<file path="config.mk">
export PLATFORM = sky130hd
export DESIGN_NAME = memory_port_arbiter
export DESIGN_NICKNAME = d
export VERILOG_FILES = /design/src/rtl/memarb_pkg.sv /design/src/rtl/rr_arbiter2.sv /design/src/rtl/memory_port_arbiter.sv
export SDC_FILE = /design/constraint.sdc
export NUM_CORES = 1
export LEC_CHECK = 0
export ABC_AREA = 1
export CORE_AREA = 5 5 240 242
export CTS_CLUSTER_SIZE = 8
export DETAILED_ROUTE_END_ITERATION = 8
export DIE_AREA = 0 0 245 247
export SKIP_CTS_REPAIR_TIMING = 1
export SYNTH_ARGS = -nofsm -noshare
export SYNTH_HDL_FRONTEND = slang
export SYNTH_HIERARCHICAL = 1
export SYNTH_SLANG_ARGS = --single-unit
</file>
<file path="constraint.sdc">
create_clock -name clk -period 3.6 [get_ports clk]
set_input_delay 1.08 -clock clk [delete_from_list [all_inputs] [get_ports clk]]
set_output_delay 1.08 -clock clk [all_outputs]
set_load 0.005 [all_outputs]
</file>
<file path="src/rtl/memarb_pkg.sv">
// memarb_pkg: shared state encoding, owner codes and alignment masks for memory_port_arbiter
package memarb_pkg;
  typedef enum logic [1:0] {IDLE, ACCESS, WAIT, DONE} state_t;
  localparam logic OWN_SCALAR = 1'b0;
  localparam logic OWN_VECTOR = 1'b1;
  localparam logic [2:0] S_ALIGN_MASK = 3'b011;
  localparam logic [2:0] V_ALIGN_MASK = 3'b111;
  function automatic logic misaligned(input logic [2:0] lsb, input logic [2:0] mask);
    return |(lsb & mask);
  endfunction
endpackage

</file>
<file path="src/rtl/rr_arbiter2.sv">
// rr_arbiter2: two-way round-robin grant, one-hot {vector, scalar}
module rr_arbiter2
  import memarb_pkg::*;
(
  input  logic       s_req,
  input  logic       v_req,
  input  logic       last,
  output logic [1:0] grant
);
  always_comb grant = (s_req && v_req) ? ((last == OWN_VECTOR) ? 2'b01 : 2'b10) : {v_req, s_req};
endmodule

</file>
<file path="src/rtl/memory_port_arbiter.sv">
// memory_port_arbiter: round-robin sequencer sharing one memory port between scalar and vector units
module memory_port_arbiter
  import memarb_pkg::*;
#(
  parameter int ADDR_W       = 32,
  parameter int DATA_W       = 32,
  parameter int VIN_W        = 64,
  parameter int VOUT_W       = 128,
  parameter int READ_LATENCY = 1
) (
  input  logic              clk,
  input  logic              rst,
  input  logic              s_req,
  input  logic              s_we,
  input  logic [ADDR_W-1:0] s_address,
  input  logic [DATA_W-1:0] s_wdata,
  output logic              s_done,
  output logic              s_err,
  output logic [DATA_W-1:0] s_rdata,
  input  logic              v_req,
  input  logic              v_we,
  input  logic [ADDR_W-1:0] v_address,
  input  logic [VIN_W-1:0]  v_wdata,
  output logic              v_done,
  output logic              v_err,
  output logic [VOUT_W-1:0] v_rdata,
  output logic              mem_write_enable,
  output logic [ADDR_W-1:0] mem_address,
  output logic [DATA_W-1:0] mem_data_input,
  output logic [VIN_W-1:0]  mem_vector_input,
  input  logic [DATA_W-1:0] mem_data_output,
  input  logic [VOUT_W-1:0] mem_vector_output,
  output logic              busy,
  output logic              owner
);
  localparam logic [1:0] LAT_INIT = 2'(READ_LATENCY - 1);
  state_t state, state_n;
  logic [1:0] grant, cnt;
  logic own, we_q, err_q, sel_we, sel_err;
  logic [ADDR_W-1:0] sel_addr;
  rr_arbiter2 u_arb (.s_req(s_req), .v_req(v_req), .last(own), .grant(grant));
  always_comb begin
    sel_we = grant[1] ? v_we : s_we;
    sel_addr = grant[1] ? v_address : s_address;
    sel_err = grant[1] ? misaligned(v_address[2:0], V_ALIGN_MASK) : misaligned(s_address[2:0], S_ALIGN_MASK);
    state_n = state;
    case (state)
      IDLE:    state_n = !(|grant) ? IDLE : sel_err ? DONE : ACCESS;
      ACCESS:  state_n = we_q ? DONE : WAIT;
      WAIT:    state_n = (cnt == 2'd0) ? DONE : WAIT;
      default: state_n = IDLE;
    endcase
    busy = state != IDLE;
    owner = own;
    s_done = state == DONE && own == OWN_SCALAR;
    v_done = state == DONE && own == OWN_VECTOR;
    s_err = s_done && err_q;
    v_err = v_done && err_q;
  end
  // The memory-side registers double as the request latch: they load on the grant edge.
  always_ff @(posedge clk) begin
    if (rst) begin
      state <= IDLE;
      own <= OWN_VECTOR;
      we_q <= 1'b0;
      err_q <= 1'b0;
      cnt <= 2'd0;
      mem_write_enable <= 1'b0;
      mem_address <= '0;
      mem_data_input <= '0;
      mem_vector_input <= '0;
      s_rdata <= '0;
      v_rdata <= '0;
    end else begin
      state <= state_n;
      mem_write_enable <= 1'b0;
      if (state == IDLE && |grant) begin
        own <= grant[1];
        we_q <= sel_we;
        err_q <= sel_err;
        if (!sel_err) begin
          mem_address <= sel_addr;
          mem_write_enable <= sel_we;
          if (sel_we && grant[1]) mem_vector_input <= v_wdata;
          if (sel_we && !grant[1]) mem_data_input <= s_wdata;
        end
      end
      if (state == ACCESS) cnt <= LAT_INIT;
      if (state == WAIT) cnt <= cnt - 2'd1;
      if (state == WAIT && cnt == 2'd0 && own == OWN_VECTOR) v_rdata <= mem_vector_output;
      if (state == WAIT && cnt == 2'd0 && own == OWN_SCALAR) s_rdata <= mem_data_output;
    end
  end
endmodule

</file>
==> summary.txt, run 1 <==
Run status
  • Status: finished clean

Yosys
  • Top cell type by total area after synthesis: dfxtp_1
  • Mean Syn Cell Area: 6.93 um2
  • Area of the mapped netlist: 12,200 um2
  • Area fraction of the dominant cell type after synthesis: 0.485
  • Unique masters post-synth: 25
  • Yosys Warn Count: 6
  • Syn nets: 2,095
  • Share of the yosys chip area belonging to registers: 0.485
  • Gate count of the mapped netlist: 1,763
  • Flip-flop and latch count after synthesis: 296
  • Dominant cells by area after synthesis: dfxtp_1 (49%), nand2_1 (15%), inv_1 (7.4%), nand3_1 (6.7%), nor2_1 (6.2%)

Power and ir drop
  • Portion of total power attributed to combinational logic: 0.308
  • NetSw: 3590 uW
  • Power Dens Cells: 551 nW/um2
  • Leakage power figure: 0.00844 uW
  • Sequential power share: 0.365
  • Sw Ratio: 0.322
  • Total power: 11,200 uW
  • Peak supply drop: 0.327 mV
  • Fraction of power consumed by the clock network: 0.326
  • Internal power consumption: 7560 uW

Finish
  • Fin area: 20,200 um2
  • Share of final-layout standard cells stronger than drive strength 1: 0.0411
  • Layout area overhead: 65.6%
  • # nets final: 2,662
  • Filler cells: 5,618
  • Final cell count without fillers: 3,042

Timing
  • Count of final setup violators: 0
  • Slew at the pin closest to its max-slew limit: 1.15 ns
  • Final-report max-slew violation count: 0
  • Final Hold Fails: 0
  • Worst-case clock skew: 0.0233 ns
  • Headroom to the max-slew limit: 0.235
  • Unrepaired setup endpoints after global routing: no
  • Highest clock frequency the design can meet: 323 MHz
  • Worst hold slack after final layout: 0.435 ns
  • Setup Total Neg Slack: 0 ns
  • Final clock period utilization by the worst path: 0.859
  • Shortest period the worst path allows: 3.09 ns

GRT
  • Number of global-route vias before repair: 13.1k
  • First-pass GRT wire length: 77,800 um
  • Combined global-route utilization of all metal layers: 0.162
  • Number of antenna violations at the first check in global routing: 1
  • Maximum number of pins on one net before global-route repair: 133
  • GRT overflow: 0

Die
  • FP Rows: 86
  • Chip Height: 247 um
  • Placeable core region: 54,900 um2
  • Number of ports placed on the die boundary: 621
  • Starting density of the core: 0.223
  • Overall die area: 60,500 um2
  • Die X: 245 um

Critical path
  • Category of the worst setup path launch point: register
  • Largest fanout on the critical path: 43
  • Category of the worst setup path capture point: output port
  • Number of cells on the worst reg-to-reg path: 7
  • WS Path Type: reg2out
  • WP data required: 2.52 ns
  • Worst path arrival time: 2.01 ns

Route
  • Pre-Repair DR Iteration Count: 4
  • Initial DRC Count: 622
  • Routed wire length: 52,400 um
  • Vias after detailed routing: 13.1k
  • Number of design rule violations left after detail routing: 0
  • Average detailed-routed wire length per instance: 17.2 um
  • Post-route antenna net violation count: 0
  • Drt via density: 4.29

Clock network
  • CTS max path bufs: 3
  • Clock Latency Late Sink: 0.56 ns
  • Clock slew seen by the registers of the worst setup and hold paths: 0.05 ns
  • Cell at the root of the clock tree: clkbuf_16
  • Clk sinks: 296
  • Max H-tree Level: 2
  • TritonCTS clock tree: done
  • TritonCTS buffer count: 43

Placed design
  • Count of port buffers added during placement: 620
  • Number of cells in the design after placement: 2,989
  • Weighted congestion reported at the end of routability-driven placement: 0.816
  • Area of placed instances: 19,100 um2
  • HPWL after detailed placement: 38,600 um

Flow run
  • Max-cap violations: 0

Hold path
  • Classification of the worst-slack hold path: reg2reg
  • Min-Delay Path Depth: 2
==> stage by stage <==
step           setup WS (ns)  utilization
2_1_floorplan           1.31            -
3_3_place_gp           0.460        0.347
3_5_place_dp           0.500        0.347
4_1_cts                0.431        0.368
5_1_grt                0.344        0.369
6_report               0.506        0.369
==> final timing paths <==
kind	from	end	slack (ns)
setup / recovery	owner$_SDFFE_PP1P_	v_err	0.51
hold / removal	mem_address[0]$_SDFFE_PP0P_	mem_address[0]$_SDFFE_PP0P_	0.43
setup reg to reg	state[0]$_SDFF_PP0_	v_rdata[81]$_SDFFE_PP0P_	1.04
hold reg to reg	mem_address[0]$_SDFFE_PP0P_	mem_address[0]$_SDFFE_PP0P_	0.43
==> area by class of cell <==
cell class | instances | area (um2) | share of cell area
Sequential cell | 296 | 5930 | 0.293
Tap cell | 704 | 881 | 0.0435
Antenna cell | 2 | 5.00 | 0.000247
Timing Repair Buffer | 649 | 6500 | 0.321
Inverter | 243 | 918 | 0.0454
Multi-Input combinational cell | 1097 | 4830 | 0.239
Clock inverter | 4 | 57.6 | 0.00285
Clock buffer | 47 | 1110 | 0.0549
==> Yosys cell counts, drive strengths merged <==
master	instances
a211oi	1
dfxtp	296
nand3b	1
or2	1
clkbuf	54
a31oi	1
ha	6
buf	73
inv	243
nor2	204
a21oi	134
nand4	65
nor3	1
nand2	487
nand3	164
o21ai	32
==> logic make-up (layout without fill, tap and decap cells) <==
kind of cell | after synthesis | in the layout | synth area share
and+or+nand+nor | 923 | 923 | 0.318
other | 0 | 2 | 0
adders and majority gates | 6 | 6 | 0.00614
AOI/OAI and AO/OA | 168 | 168 | 0.0691
buffers and inverters | 370 | 943 | 0.121
DFF | 296 | 296 | 0.485
==> state kept, by name (all words and copies together), names as in the netlist <==
| register | cells |
|---|---|
| err_q | 1 |
| owner | 1 |
| v_rdata | 128 |
| we_q | 1 |
| mem_data_input | 32 |
| mem_address | 32 |
| mem_write_enable | 1 |
| cnt | 2 |
| mem_vector_input | 64 |
| s_rdata | 32 |
| state | 2 |
==> worst max-delay path, stage by stage, from the launching register on <==
cell	delay (ns)
dfxtp_4	0.70
nand2_1	0.14
nor2_1	0.12
clkdlybuf4s50_1	0.50
==> power groups by stage <==
| stage | clock network (uW) | logic [uW] | registers, uW |
|---|---|---|---|
| floorplan | 0 | 1550 | 4100 |
| global placement | 0 | 3430 | 4110 |
| detailed placement | 0 | 3460 | 4130 |
| CTS | 3790 | 3480 | 4070 |
| global route | 3930 | 3770 | 4130 |
| finish | 3640 | 3440 | 4070 |
==> layer usage <==
layer | wire length, um | vias to the layer above | share of wire | track usage
met3 | 4530 | 88 | 0.086 | 0.0590
li1 | - | 6559 | - | -
met5 | 0 | - | 0 | 0
met2 | 25100 | 474 | 0.48 | 0.274
met1 | 21300 | 5931 | 0.41 | 0.194
met4 | 1540 | 0 | 0.029 | 0.0500
==> placed cells by master (no fill, tap or decap), types with 3 or more instances in the layout <==
master           netlist  final
nand2_2                3      3
o21ai_0               32     32
clkbuf_16              0     43
a21oi_1              134    133
nand4_1               64     64
dfxtp_1              296    295
nand3_1              163    163
inv_1                241    239
nand2_1              483    482
buf_4                  8     24
ha_1                   6      6
nor2_2                 2      3
clkdlybuf4s50_1        0    619
buf_12                 0      6
nor2_1               202    201
(Power assumes the default switching activity.)
==> run 2, diff against run 1 <==
--- a/config.mk
+++ b/config.mk
@@ -6,10 +6,12 @@
 export NUM_CORES = 1
 export LEC_CHECK = 0
 export ABC_AREA = 1
+export ABC_CLOCK_PERIOD_IN_PS = 3600
 export CORE_AREA = 5 5 240 242
 export CTS_CLUSTER_SIZE = 8
 export DETAILED_ROUTE_END_ITERATION = 8
 export DIE_AREA = 0 0 245 247
+export MAX_ROUTING_LAYER = met4
 export SKIP_CTS_REPAIR_TIMING = 1
 export SYNTH_ARGS = -nofsm -noshare
 export SYNTH_HDL_FRONTEND = slang
==> summary.txt, run 2 (synthesized netlist as in run 1, its figures left out) <==
Critical path
  • R2R Path End: v_rdata[81]$_SDFFE_PP0P_ (unchanged)
  • Number of cells on the worst reg-to-reg path: 7 (unchanged)
  • Origin of the worst setup path: owner$_SDFFE_PP1P_ (unchanged)
  • WP data required: 2.52 ns (about the same)
  • Category of the worst setup path launch point: register (unchanged)
  • Critical R2R Launch: state[0]$_SDFF_PP0_ (unchanged)
  • Largest fanout on the critical path: 43 (unchanged)
  • WS Path Type: reg2out (unchanged)
  • Critical path endpoint: v_err (unchanged)
  • Category of the worst setup path capture point: output port (unchanged)
  • Reg2Reg Setup Slack: 1.01 ns (was 1.04 ns)
  • Worst path arrival time: 2.01 ns (about the same)

Placed design
  • Weighted congestion reported at the end of routability-driven placement: 0.828 (was 0.816)
  • Count of port buffers added during placement: 620 (unchanged)
  • HPWL after detailed placement: 38,600 um (unchanged)
  • Number of cells in the design after placement: 2,989 (unchanged)
  • Area of placed instances: 19,100 um2 (unchanged)

Finish
  • Filler cells: 5,617 (was 5,618)
  • Layout area overhead: 65.6% (about the same)
  • # nets final: 2,662 (unchanged)
  • Most used cells in the layout excluding fill and tap cells: clkdlybuf4s50_1 (619), nand2_1 (482), dfxtp_1 (295) (unchanged)
  • Final cell count without fillers: 3,043 (was 3,042)
  • Fin area: 20,200 um2 (about the same)
  • Register name with the most flops: v_rdata (unchanged)
  • Number of flip-flops under the largest register name: 128 (unchanged)
  • Top Registers: v_rdata: 128 flops, mem_vector_input: 64 flops (unchanged)
  • Commonest non-fill, non-tap cell in the layout: clkdlybuf4s50_1 (unchanged)
  • Share of final-layout standard cells stronger than drive strength 1: 0.0411 (unchanged)

GRT
  • First-pass GRT wire length: 77,700 um (was 77,800 um)
  • Number of antenna violations at the first check in global routing: 2 (was 1)
  • Combined global-route utilization of all metal layers: 0.167 (was 0.162)
  • Maximum number of pins on one net before global-route repair: 133 (unchanged)
  • Number of global-route vias before repair: 13.1k (about the same)
  • GRT overflow: 0 (unchanged)

Hold path
  • Classification of the worst-slack hold path: reg2reg (unchanged)

Die
  • Overall die area: 60,500 um2 (unchanged)
  • Number of ports placed on the die boundary: 621 (unchanged)
  • Starting density of the core: 0.223 (unchanged)
  • Die X: 245 um (unchanged)
  • Placeable core region: 54,900 um2 (unchanged)
  • FP Rows: 86 (unchanged)
  • Chip Height: 247 um (unchanged)

Timing
  • Final-report max-slew violation count: 0 (unchanged)
  • Worst-case clock skew: 0.0209 ns (was 0.0233 ns)
  • Slew at the pin closest to its max-slew limit: 1.15 ns (about the same)
  • Setup Total Neg Slack: 0 ns (unchanged)
  • Final clock period utilization by the worst path: 0.859 (about the same)
  • Shortest period the worst path allows: 3.09 ns (about the same)
  • Count of final setup violators: 0 (unchanged)
  • Final Hold Fails: 0 (unchanged)
  • Headroom to the max-slew limit: 0.232 (was 0.235)
  • Highest clock frequency the design can meet: 323 MHz (about the same)
  • Unrepaired setup endpoints after global routing: no (unchanged)
  • Worst hold slack after final layout: 0.436 ns (was 0.435 ns)

Clock network
  • Clock Latency Late Sink: 0.56 ns (about the same)
  • Max H-tree Level: 2 (unchanged)
  • Cell at the root of the clock tree: clkbuf_16 (unchanged)
  • Clk sinks: 296 (unchanged)
  • CTS max path bufs: 3 (unchanged)
  • TritonCTS clock tree: done (unchanged)
  • Clock slew seen by the registers of the worst setup and hold paths: 0.05 ns (about the same)
  • TritonCTS buffer count: 43 (unchanged)

Flow run
  • Max-cap violations: 0 (unchanged)

Route
  • Initial DRC Count: 617 (was 622)
  • Vias after detailed routing: 13.1k (about the same)
  • Pre-Repair DR Iteration Count: 4 (unchanged)
  • Drt via density: 4.30 (was 4.29)
  • Post-route antenna net violation count: 0 (unchanged)
  • Routed wire length: 52,400 um (about the same)
  • Number of design rule violations left after detail routing: 0 (unchanged)
  • Average detailed-routed wire length per instance: 17.2 um (about the same)

Power and ir drop
  • Power Dens Cells: 551 nW/um2 (about the same)
  • Peak supply drop: 0.329 mV (was 0.327 mV)
  • Leakage power figure: 0.00844 uW (about the same)

Run status
  • Status: finished clean (unchanged)
## run 2: cell types whose count changed in the layout (fill, tap and decap cells not counted)
cell	previous run	this run
diode_2	2	3
## run 2: layer usage
layer,share of wire,track usage,wire length [um],up-vias
met3,0.080,0.0558,4210,94
met2,0.48,0.273,25000,461
met5,0,-,0,-
met1,0.41,0.196,21500,5979
li1,-,-,-,6559
met4,0.031,0.0515,1630,0
## run 2: final cells by class
type,count,area [um2],area share
Clock buffer,47,1110,0.0549
Timing Repair Buffer,649,6500,0.321
Antenna cell,3,7.51,0.000371
Sequential cell,296,5930,0.293
Inverter,243,918,0.0454
Tap cell,704,881,0.0435
Multi-Input combinational cell,1097,4830,0.239
Clock inverter,4,57.6,0.00285
## run 2: worst min-delay path by stage
stage / from / endpoint / slack [ns] / depth (start not counted)
after floorplan: mem_address[0]$_SDFFE_PP0P_ / mem_address[0]$_SDFFE_PP0P_ / 0.42 / 2
after global placement: mem_address[0]$_SDFFE_PP0P_ / mem_address[0]$_SDFFE_PP0P_ / 0.44 / 2
after detailed placement: mem_address[0]$_SDFFE_PP0P_ / mem_address[0]$_SDFFE_PP0P_ / 0.43 / 2
after CTS: mem_address[0]$_SDFFE_PP0P_ / mem_address[0]$_SDFFE_PP0P_ / 0.44 / 2
after global routing: mem_address[0]$_SDFFE_PP0P_ / mem_address[0]$_SDFFE_PP0P_ / 0.45 / 2
final: mem_address[0]$_SDFFE_PP0P_ / mem_address[0]$_SDFFE_PP0P_ / 0.44 / 2
## run 2: power by group
part | switching (uW) | internal [uW] | leakage (uW)
logic | 1810 | 1630 | 0.00547
clock network | 1470 | 2170 | 0.000574
registers | 306 | 3770 | 0.00240
total | 3590 | 7560 | 0.00844
## run 2: worst max-delay path, cell delays in order (launching register included)
cell and delay [ns]:
dfxtp_4 0.70, nand2_1 0.14, nor2_1 0.12, clkdlybuf4s50_1 0.50
## run 2: through the flow
stage                     power, uW   util  setup WS [ns]
after floorplan                5650      -           1.31
after global placement         7540  0.347          0.460
after detailed placement       7590  0.347          0.500
after CTS                     11300  0.368          0.431
after global routing          11800  0.369          0.330
final                         11200  0.369          0.507
==> run 3, diff against run 2 <==
--- a/config.mk
+++ b/config.mk
@@ -7,10 +7,10 @@
 export LEC_CHECK = 0
 export ABC_AREA = 1
 export ABC_CLOCK_PERIOD_IN_PS = 3600
-export CORE_AREA = 5 5 240 242
+export CORE_AREA = 4 4 239 241
 export CTS_CLUSTER_SIZE = 8
 export DETAILED_ROUTE_END_ITERATION = 8
-export DIE_AREA = 0 0 245 247
+export DIE_AREA = 0 0 243 245
 export MAX_ROUTING_LAYER = met4
 export SKIP_CTS_REPAIR_TIMING = 1
 export SYNTH_ARGS = -nofsm -noshare
==> summary.txt, run 3 (synthesized netlist as in run 1, its figures left out) <==
Power and ir drop
  • NetSw: 3600 uW (was 3590 uW)
  • Leakage power figure: 0.00842 uW (was 0.00844 uW)
  • Peak supply drop: 0.363 mV (was 0.329 mV)
  • Power Dens Cells: 551 nW/um2 (about the same)
  • Portion of total power attributed to combinational logic: 0.315 (was 0.308)
  • Sw Ratio: 0.324 (was 0.322)
  • Total power: 11,100 uW (was 11,200 uW)
  • Sequential power share: 0.363 (was 0.365)
  • Fraction of power consumed by the clock network: 0.323 (was 0.326)
  • Internal power consumption: 7520 uW (was 7560 uW)

Critical path
  • Reg2Reg Setup Slack: 0.93 ns (was 1.01 ns)
  • Crit-path cells: ha_1 > inv_1 > nor3_1 > clkdlybuf4s50_1 (was nand2_1 > nor2_1 > clkdlybuf4s50_1)
  • Category of the worst setup path capture point: output port (unchanged)
  • WP data required: 2.52 ns (about the same)
  • Category of the worst setup path launch point: register (unchanged)
  • WS Path Type: reg2out (unchanged)
  • Largest fanout on the critical path: 4 (was 43)
  • CP max stage cell: clkdlybuf4s50_1 (was dfxtp_4)
  • Crit path largest cell delay: 0.53 ns (was 0.70 ns)
  • Worst path arrival time: 1.89 ns (was 2.01 ns)

Finish
  • Layout area overhead: 65.3% (was 65.6%)
  • Final cell count without fillers: 3,043 (unchanged)
  • Fin area: 20,200 um2 (about the same)
  • Top Registers: v_rdata: 128 flops, mem_vector_input: 64 flops (unchanged)
  • Most used cells in the layout excluding fill and tap cells: clkdlybuf4s50_1 (619), nand2_1 (482), dfxtp_1 (295) (unchanged)
  • Share of final-layout standard cells stronger than drive strength 1: 0.0394 (was 0.0411)
  • Commonest non-fill, non-tap cell in the layout: clkdlybuf4s50_1 (unchanged)
  • # nets final: 2,660 (was 2,662)
  • Filler cells: 5,575 (was 5,617)
  • Number of flip-flops under the largest register name: 128 (unchanged)
  • Register name with the most flops: v_rdata (unchanged)

Timing
  • Final-report max-slew violation count: 0 (unchanged)
  • Final clock period utilization by the worst path: 0.826 (was 0.859)
  • Final Hold Fails: 0 (unchanged)
  • Worst-case setup margin in the final layout: 0.626 ns (was 0.507 ns)
  • Shortest period the worst path allows: 2.97 ns (was 3.09 ns)
  • Unrepaired setup endpoints after global routing: no (unchanged)
  • Worst-case clock skew: 0.0189 ns (was 0.0209 ns)
  • Slew at the pin closest to its max-slew limit: 1.02 ns (was 1.15 ns)
  • Headroom to the max-slew limit: 0.321 (was 0.232)
  • Setup Total Neg Slack: 0 ns (unchanged)
  • Count of final setup violators: 0 (unchanged)
  • Highest clock frequency the design can meet: 336 MHz (was 323 MHz)

Die
  • Starting density of the core: 0.223 (unchanged)
  • Die X: 243 um (was 245 um)
  • Overall die area: 59,500 um2 (was 60,500 um2)
  • FP Rows: 86 (unchanged)
  • Placeable core region: 54,900 um2 (unchanged)
  • Chip Height: 245 um (was 247 um)
  • Number of ports placed on the die boundary: 621 (unchanged)

Flow run
  • Max-cap violations: 0 (unchanged)

Placed design
  • Area of placed instances: 19,000 um2 (was 19,100 um2)
  • Count of port buffers added during placement: 620 (unchanged)
  • Worst slack, placed: 0.198 ns (was 0.500 ns)
  • Weighted congestion reported at the end of routability-driven placement: 0.849 (was 0.828)
  • HPWL after detailed placement: 38,400 um (was 38,600 um)
  • Number of cells in the design after placement: 2,987 (was 2,989)

Route
  • Number of design rule violations left after detail routing: 0 (unchanged)
  • Vias after detailed routing: 13.2k (was 13.1k)
  • Drt via density: 4.33 (was 4.30)
  • Routed wire length: 52,000 um (was 52,400 um)
  • Initial DRC Count: 683 (was 617)
  • Pre-Repair DR Iteration Count: 5 (was 4)
  • Average detailed-routed wire length per instance: 17.1 um (was 17.2 um)
  • Post-route antenna net violation count: 0 (unchanged)

Run status
  • Status: finished clean (unchanged)

Clock network
  • Clock slew seen by the registers of the worst setup and hold paths: 0.05 ns (about the same)
  • Max H-tree Level: 2 (unchanged)
  • Clock Latency Late Sink: 0.56 ns (about the same)
  • Clk sinks: 296 (unchanged)
  • Cell at the root of the clock tree: clkbuf_16 (unchanged)
  • TritonCTS buffer count: 43 (unchanged)
  • TritonCTS clock tree: done (unchanged)
  • CTS max path bufs: 3 (unchanged)

Hold path
  • Classification of the worst-slack hold path: reg2reg (unchanged)

GRT
  • Combined global-route utilization of all metal layers: 0.169 (was 0.167)
  • Maximum number of pins on one net before global-route repair: 129 (was 133)
  • First-pass GRT wire length: 77,300 um (was 77,700 um)
  • Number of antenna violations at the first check in global routing: 6 (was 2)
  • GRT overflow: 0 (unchanged)
  • Number of global-route vias before repair: 13.2k (was 13.1k)
[run 3: cell count changes in the layout (fill, tap and decap cells not counted)]
| cell | previous run | this run |
|---|---|---|
| diode_2 | 3 | 6 |
| clkinv_4 | 0 | 1 |
| clkbuf_8 | 2 | 0 |
| clkinv_2 | 2 | 1 |
| clkbuf_1 | 2 | 3 |
| buf_12 | 6 | 5 |
| buf_4 | 24 | 23 |
[run 3: layout make-up]
class,instances,area (um2),area share
repair buffers,647,6470,0.320
multi-input cells,1097,4830,0.239
inverters,243,918,0.0455
flip-flops and latches,296,5930,0.294
clock buffers,46,1090,0.0539
diodes,6,15.0,0.000744
clock inverters,4,61.3,0.00304
well taps,704,881,0.0436
[run 3: worst max-delay path, delay by kind of cell (launching register included)]
family / cells / cell delay, ns
fa+ha+maj: 1 / 0.23
buf+inv: 2 / 0.60
flops: 1 / 0.39
simple gates: 1 / 0.14
[run 3: path summary, 6_finish.rpt]
kind                                                  start                           to  depth (start not counted)
worst min register to register  mem_address[0]$_SDFFE_PP0P_  mem_address[0]$_SDFFE_PP0P_                          2
worst max register to register          state[0]$_SDFF_PP0_    v_rdata[116]$_SDFFE_PP0P_                          8
worst min-delay path            mem_address[0]$_SDFFE_PP0P_  mem_address[0]$_SDFFE_PP0P_                          2
worst max-delay path                    state[0]$_SDFF_PP0_                        s_err                          4
[run 3: layer usage]
| layer | track usage | vias up | part of all wire |
|---|---|---|---|
| met5 | - | - | 0 |
| met4 | 0.0589 | 0 | 0.031 |
| met3 | 0.0590 | 95 | 0.084 |
| met2 | 0.278 | 481 | 0.48 |
| met1 | 0.192 | 6040 | 0.41 |
| li1 | - | 6562 | - |
[run 3: metrics by stage]
stage	utilization	hold slack, ns
2_1_floorplan	-	0.425
3_3_place_gp	0.347	0.419
3_5_place_dp	0.347	0.420
4_1_cts	0.368	0.428
5_1_grt	0.368	0.439
6_report	0.368	0.425
[run 3: power by group through the flow]
stage,Combinational (uW),Sequential [uW],Clock (uW)
6_report,3500,4030,3590
5_1_grt,3820,4090,3850
4_1_cts,3530,4040,3720
3_5_place_dp,3510,4090,0
3_3_place_gp,3490,4070,0
2_1_floorplan,1550,4100,0
